[src/rtl/pc_gen_pkg.sv]
// Shared types and defaults for the fetch-stage PC generator.
// Latency: n/a (declarations only).
// Backpressure: n/a.
package pc_gen_pkg;

  // Source of the redirect chosen (or latched) in a given cycle.
  typedef enum logic [2:0] {
    RD_NONE,
    RD_EXC,
    RD_BR,
    RD_JMP,
    RD_RET
  } rd_cause_e;

  localparam int unsigned DEF_PC_W      = 16;
  localparam logic [15:0] DEF_RESET_VEC = 16'h0000;
  localparam logic [15:0] DEF_EXC_VEC   = 16'h0008;

endpackage

[src/rtl/ret_addr_stack.sv]
// Return-address stack: circular buffer, push on full overwrites the oldest entry.
// Latency: push/pop take effect on the next rising edge; top_dat is combinational from state.
// Backpressure: none; pop on empty is dropped and flagged by a one-cycle uflow pulse.
// Ports: clk, clr_n (async active-low), push/push_dat, pop, top_dat, empty, full, uflow.
module ret_addr_stack
  import pc_gen_pkg::*;
#(
  parameter int unsigned RAS_DEPTH = 4,
  parameter int unsigned PC_W      = DEF_PC_W
) (
  input  logic            clk,
  input  logic            clr_n,
  input  logic            push,
  input  logic [PC_W-1:0] push_dat,
  input  logic            pop,
  output logic [PC_W-1:0] top_dat,
  output logic            empty,
  output logic            full,
  output logic            uflow
);

  localparam int unsigned PW = $clog2(RAS_DEPTH);
  localparam int unsigned CW = PW + 1;

  logic [RAS_DEPTH-1:0][PC_W-1:0] mem_q, mem_d;
  logic [PW-1:0]                  ptr_q, ptr_d;   // next free slot
  logic [CW-1:0]                  cnt_q, cnt_d;
  logic                           uflow_q, uflow_d;
  logic [PW-1:0]                  top_idx;

  assign top_idx = ptr_q - PW'(1);
  assign top_dat = mem_q[top_idx];
  assign empty   = (cnt_q == '0);
  assign full    = (cnt_q == CW'(RAS_DEPTH));
  assign uflow   = uflow_q;

  always_comb begin
    mem_d   = mem_q;
    ptr_d   = ptr_q;
    cnt_d   = cnt_q;
    uflow_d = pop && empty;
    if (push && pop && !empty) begin
      // call+ret in one cycle: the popped slot is reused for the new return address
      mem_d[top_idx] = push_dat;
    end else if (pop && !empty) begin
      ptr_d = ptr_q - PW'(1);
      cnt_d = cnt_q - CW'(1);
    end else if (push) begin
      // also covers push together with an underflowing pop
      mem_d[ptr_q] = push_dat;
      ptr_d        = ptr_q + PW'(1);
      if (!full) cnt_d = cnt_q + CW'(1);
    end
  end

  always_ff @(posedge clk or negedge clr_n) begin
    if (!clr_n) begin
      mem_q   <= '0;
      ptr_q   <= '0;
      cnt_q   <= '0;
      uflow_q <= 1'b0;
    end else begin
      mem_q   <= mem_d;
      ptr_q   <= ptr_d;
      cnt_q   <= cnt_d;
      uflow_q <= uflow_d;
    end
  end

endmodule

[src/rtl/pc_gen_unit.sv]
// Fetch PC generator: PC register, prioritised redirect mux, 1-entry pending redirect, RAS.
// Latency: redirect lands on the first rising edge with enable=1 (same edge if already enabled).
// Backpressure: enable=0 holds PC; exc/br/jmp arriving while stalled are parked in the pending slot.
// Ports: clk, clr_n, enable, exc_req, br_taken/br_target, jmp_req/jmp_target, call_push, ret_pop,
//        pc_out, redir_pend, ras_empty, ras_full, ras_uflow.
module pc_gen_unit
  import pc_gen_pkg::*;
#(
  parameter int unsigned     PC_W      = DEF_PC_W,
  parameter logic [PC_W-1:0] STEP      = PC_W'(1),
  parameter logic [PC_W-1:0] RESET_VEC = PC_W'(DEF_RESET_VEC),
  parameter logic [PC_W-1:0] EXC_VEC   = PC_W'(DEF_EXC_VEC),
  parameter int unsigned     RAS_DEPTH = 4
) (
  input  logic            clk,
  input  logic            clr_n,
  input  logic            enable,
  input  logic            exc_req,
  input  logic            br_taken,
  input  logic [PC_W-1:0] br_target,
  input  logic            jmp_req,
  input  logic [PC_W-1:0] jmp_target,
  input  logic            call_push,
  input  logic            ret_pop,
  output logic [PC_W-1:0] pc_out,
  output logic            redir_pend,
  output logic            ras_empty,
  output logic            ras_full,
  output logic            ras_uflow
);

  logic [PC_W-1:0] pc_q, pc_d;
  logic            pend_vld_q, pend_vld_d;
  rd_cause_e       pend_cause_q, pend_cause_d;
  logic [PC_W-1:0] pend_tgt_q, pend_tgt_d;

  rd_cause_e       new_cause;
  logic [PC_W-1:0] new_tgt;
  logic [PC_W-1:0] pc_inc;
  logic [PC_W-1:0] ras_top;
  logic            hard_redir;
  logic            pop_eff;
  logic            push_eff;
  logic            keep_exc;

  assign pc_inc     = pc_q + STEP;   // wraps modulo 2^PC_W
  assign hard_redir = exc_req | br_taken | jmp_req;
  // A winning exc/br/jmp squashes the return, so the RAS must not pop.
  assign pop_eff    = enable & ret_pop & ~hard_redir;
  assign push_eff   = enable & call_push;
  // A parked exception is only displaced by another exception.
  assign keep_exc   = pend_vld_q && (pend_cause_q == RD_EXC) && !exc_req;

  ret_addr_stack #(
    .RAS_DEPTH (RAS_DEPTH),
    .PC_W      (PC_W)
  ) u_ras (
    .clk      (clk),
    .clr_n    (clr_n),
    .push     (push_eff),
    .push_dat (pc_inc),
    .pop      (pop_eff),
    .top_dat  (ras_top),
    .empty    (ras_empty),
    .full     (ras_full),
    .uflow    (ras_uflow)
  );

  always_comb begin
    new_cause = RD_NONE;
    new_tgt   = pc_inc;
    if (exc_req) begin
      new_cause = RD_EXC;
      new_tgt   = EXC_VEC;
    end else if (br_taken) begin
      new_cause = RD_BR;
      new_tgt   = br_target;
    end else if (jmp_req) begin
      new_cause = RD_JMP;
      new_tgt   = jmp_target;
    end else if (pop_eff) begin
      new_cause = RD_RET;
      new_tgt   = ras_empty ? EXC_VEC : ras_top;
    end
  end

  always_comb begin
    pc_d         = pc_q;
    pend_vld_d   = pend_vld_q;
    pend_cause_d = pend_cause_q;
    pend_tgt_d   = pend_tgt_q;
    if (enable) begin
      if (new_cause != RD_NONE) pc_d = new_tgt;
      else if (pend_vld_q)      pc_d = pend_tgt_q;
      else                      pc_d = pc_inc;
      pend_vld_d   = 1'b0;
      pend_cause_d = RD_NONE;
    end else if (hard_redir && !keep_exc) begin
      pend_vld_d   = 1'b1;
      pend_cause_d = new_cause;
      pend_tgt_d   = new_tgt;
    end
  end

  always_ff @(posedge clk or negedge clr_n) begin
    if (!clr_n) begin
      pc_q         <= RESET_VEC;
      pend_vld_q   <= 1'b0;
      pend_cause_q <= RD_NONE;
      pend_tgt_q   <= '0;
    end else begin
      pc_q         <= pc_d;
      pend_vld_q   <= pend_vld_d;
      pend_cause_q <= pend_cause_d;
      pend_tgt_q   <= pend_tgt_d;
    end
  end

  assign pc_out     = pc_q;
  assign redir_pend = pend_vld_q;

endmodule

[config.mk]
export PLATFORM = sky130hd
export DESIGN_NAME = pc_gen_unit
export DESIGN_NICKNAME = d
export VERILOG_FILES = /design/src/rtl/pc_gen_pkg.sv /design/src/rtl/ret_addr_stack.sv /design/src/rtl/pc_gen_unit.sv
export SDC_FILE = /design/constraint.sdc
export NUM_CORES = 1
export LEC_CHECK = 0
export CORE_UTILIZATION = 25
export DETAILED_ROUTE_END_ITERATION = 7
export HOLD_SLACK_MARGIN = 0.05
export PLACE_DENSITY_LB_ADDON = 0.08
export SLEW_MARGIN = 15
export SYNTH_ARGS = -nofsm -noshare
export SYNTH_HDL_FRONTEND = slang
export SYNTH_SLANG_ARGS = --single-unit
[constraint.sdc]
create_clock -name clk -period 3.7 [get_ports clk]
set_clock_uncertainty 0.1 [all_clocks]
set_input_delay 0.74 -clock clk [delete_from_list [all_inputs] [get_ports clk]]
set_output_delay 0.74 -clock clk [all_outputs]
set_load 0.02 [all_outputs]
==> impl_metrics.py <==
metrics = {
    "run_status": {
        "outcome": "complete, but fails checks",
        "failed_checks": "DRC",
    },
    "global_route": {
        "grt_pass1_wl_mm": 27.0,
        "grt_overflow": 0,
        "grt_max_degree": 62,
        "antenna_found_initial": 0,
        "grtUsageTotal_pct": 15.1,
        "grt_pass1_vias": 4522,
    },
    "sta": {
        "max_slew_margin_pct": 43.1,
        "hold_viol": 0,
        "slew_violations": 0,
        "setup_violations": 0,
        "rsz0062_at_grt": "no",
        "tightest_slew_ns": 0.851,
        "hold_slack_ns": 0.285,
        "fin_tns_setup_ns": 0,
        "post-route-period-util_pct": 81.4,
        "clock.fmax_ghz": 0.332,
        "period_minus_slack_ns": 3.01,
    },
    "critical_path": {
        "critPathKind": "in -> reg",
        "arrival_ns": 3.15,
        "cp-start-kind": "input port",
        "cp_max_fo": 5,
        "endpoint_kind": "flop",
        "required_ns": 3.84,
    },
    "yosys": {
        "ys_ff_latch": 106,
        "synthDistinctLibCells": 58,
        "seq_area_frac_synth_pct": 46.9,
        "synth_edf_count": 0,
        "synthFlopType": "dfrtp_1",
        "synthesis.area_sq_um": 5660,
        "async_flop_share_pct": 100,
        "yosys_warnings": 0,
        "syn_inst": 588,
        "avgSynthCellArea_sq_um": 9.62,
        "syn-num-nets": 635,
    },
    "placement": {
        "place.gp.congestion": 0.771,
        "hpwl_mm": 11.9,
        "io_buffers": 59,
    },
    "cells_and_area": {
        "seq_area_sq_um": 2650,
        "areaGrowthSynthToFinish_pct": 20.5,
        "nNetsFinal": 681,
        "mostFrequentLayoutCells": "dfrtp_1, nor2_1, a21oi_1",
        "drive_above_1_share_pct": 12.8,
        "fillers": 2301,
        "mostFrequentLayoutCell": "dfrtp_1",
        "diodes": 0,
        "multi_input_area_sq_um": 2740,
    },
    "clock_tree": {
        "clk_pin_slew_worst_paths_ns": 0.08,
        "cts_buffer_depth": 2,
        "root_buffer": "clkbuf_16",
        "cts-buffers-inserted": 9,
        "cts_hold_buf": 0,
        "post_cts_resized": 0,
        "cts_tree": "built",
        "h-tree-depth": 3,
        "clock_sinks": 106,
        "clk_latency_ns": 0.35,
        "post_cts_buffers": 0,
    },
    "floorplanning": {
        "start_util_pct": 25.7,
        "io_pins": 60,
        "die_x_um": 152,
        "die_height_um": 152,
        "die-area_sq_um": 23200,
        "core_area_sq_um": 22000,
        "row_count": 54,
    },
    "run": {
        "maxCapViolCount": 0,
    },
    "power": {
        "ir_worst_vdd_mv": 0.183,
        "p_leak_nw": 2.63,
        "power.density_nw_per_um2": 669,
    },
    "route": {
        "wl_met2_mm": 7.40,
        "vias": 4537,
        "ant_nets": 0,
        "avgViaCountPerCell": 4.94,
        "top_layer_used": "met4",
        "drt-total-wl_mm": 16.7,
        "drt_drc_violations_left": 11,
        "dr.pass1.iters": 8,
        "drt-wirelength-per-cell_um": 18.2,
        "route.met3.wl_um": 770,
        "wl_met1_mm": 8.42,
        "drt_iter0_drc": 270,
    },
    "worst_hold_path": {
        "holdCritPathClass": "in -> async",
    },
}
stage by stage:
step	std cells	area [sq um]	worst slack (ns)	power (W)	util [%]
floorplan	588	5660	0.602	0.00308	-
global placement	903	6530	0.330	0.00362	29.6
detailed placement	903	6530	0.292	0.00364	29.6
CTS	919	6820	0.662	0.00463	30.9
global route	919	6820	0.532	0.00490	30.9
finish	919	6820	0.689	0.00456	30.9
registers in the layout, summed over array words and instances, names as in the netlist:
register,cells
u_ras.mem_q,64
u_ras.uflow,1
pc_out,16
u_ras.ptr_q,2
pend_cause_q,3
redir_pend,1
pend_tgt_q,16
u_ras.cnt_q,3
logic make-up (layout without fill, tap and decap cells):
family | Yosys count | after routing | share of synthesized area, %
and+or+nand+nor | 192 | 192 | 15.1
muxes | 31 | 31 | 9.31
adders and majority gates | 7 | 7 | 1.68
xor gates and xnor gates | 18 | 18 | 2.79
buffers and inverters | 54 | 105 | 4.78
AOI/OAI and AO/OA | 180 | 180 | 19.4
DFF | 106 | 106 | 46.9
where the power goes:
group	internal (W)	switching [W]
sequential	0.00159	0.000286
clock	0.000470	0.000488
combinational	0.000827	0.000901
worst paths after layout:
path,from,to,slack (ns),depth (start not counted)
max in group asynchronous,clr_n,u_ras.mem_q[57],2.45,2
min in group clk,pend_tgt_q[8],pend_tgt_q[8],0.39,2
setup reg to reg,pc_out[0],pc_out[13],0.95,6
setup / recovery,jmp_req,u_ras.cnt_q[2],0.69,8
hold / removal,clr_n,u_ras.cnt_q[0],0.28,1
hold reg to reg,pend_tgt_q[8],pend_tgt_q[8],0.39,2
per-layer routing:
layer	vias to the layer above	track usage [%]
li1	2208	-
met1	2222	21.9
met2	96	23.1
met3	11	2.59
met4	0	3.80
met5	-	0
synthesized netlist by cell type (6+ instances only):
library cell  count  area [sq um]
a21oi_1          76           380
a21oi_2          10          87.6
a31oi_1           7          43.8
buf_2            15          75.1
buf_4             7          52.6
clkbuf_1         17          63.8
dfrtp_1         106          2650
ha_1              6          75.1
inv_1             9          33.8
mux2_2            8          90.1
mux4_2           16           360
nand2_1          43           161
nand3_1           8          40.0
nand4_1           7          43.8
nor2_1          101           379
nor3_1           11          55.1
o21ai_0          31           155
o22ai_1          14          87.6
o31ai_1          11          82.6
xnor2_1          10          87.6
xor2_1            8          70.1
worst max-delay path, cell delays in order:
cell and delay (ns):
clkdlybuf4s50_1 0.48, or3_4 0.47, nor3_4 0.24, inv_1 0.11, fa_1 0.43, or3_1 0.41, a31oi_1 0.19, nand2b_1 0.08
final cells by class:
cell class              instances  area share (%)
flip-flops and latches        106            38.9
multi-input cells             428            40.2
inverters                      11           0.606
well taps                     280            5.14
clock buffers                   9            3.30
clock inverters                 7           0.899
repair buffers                 78            10.9
(Power assumes the default switching activity.)
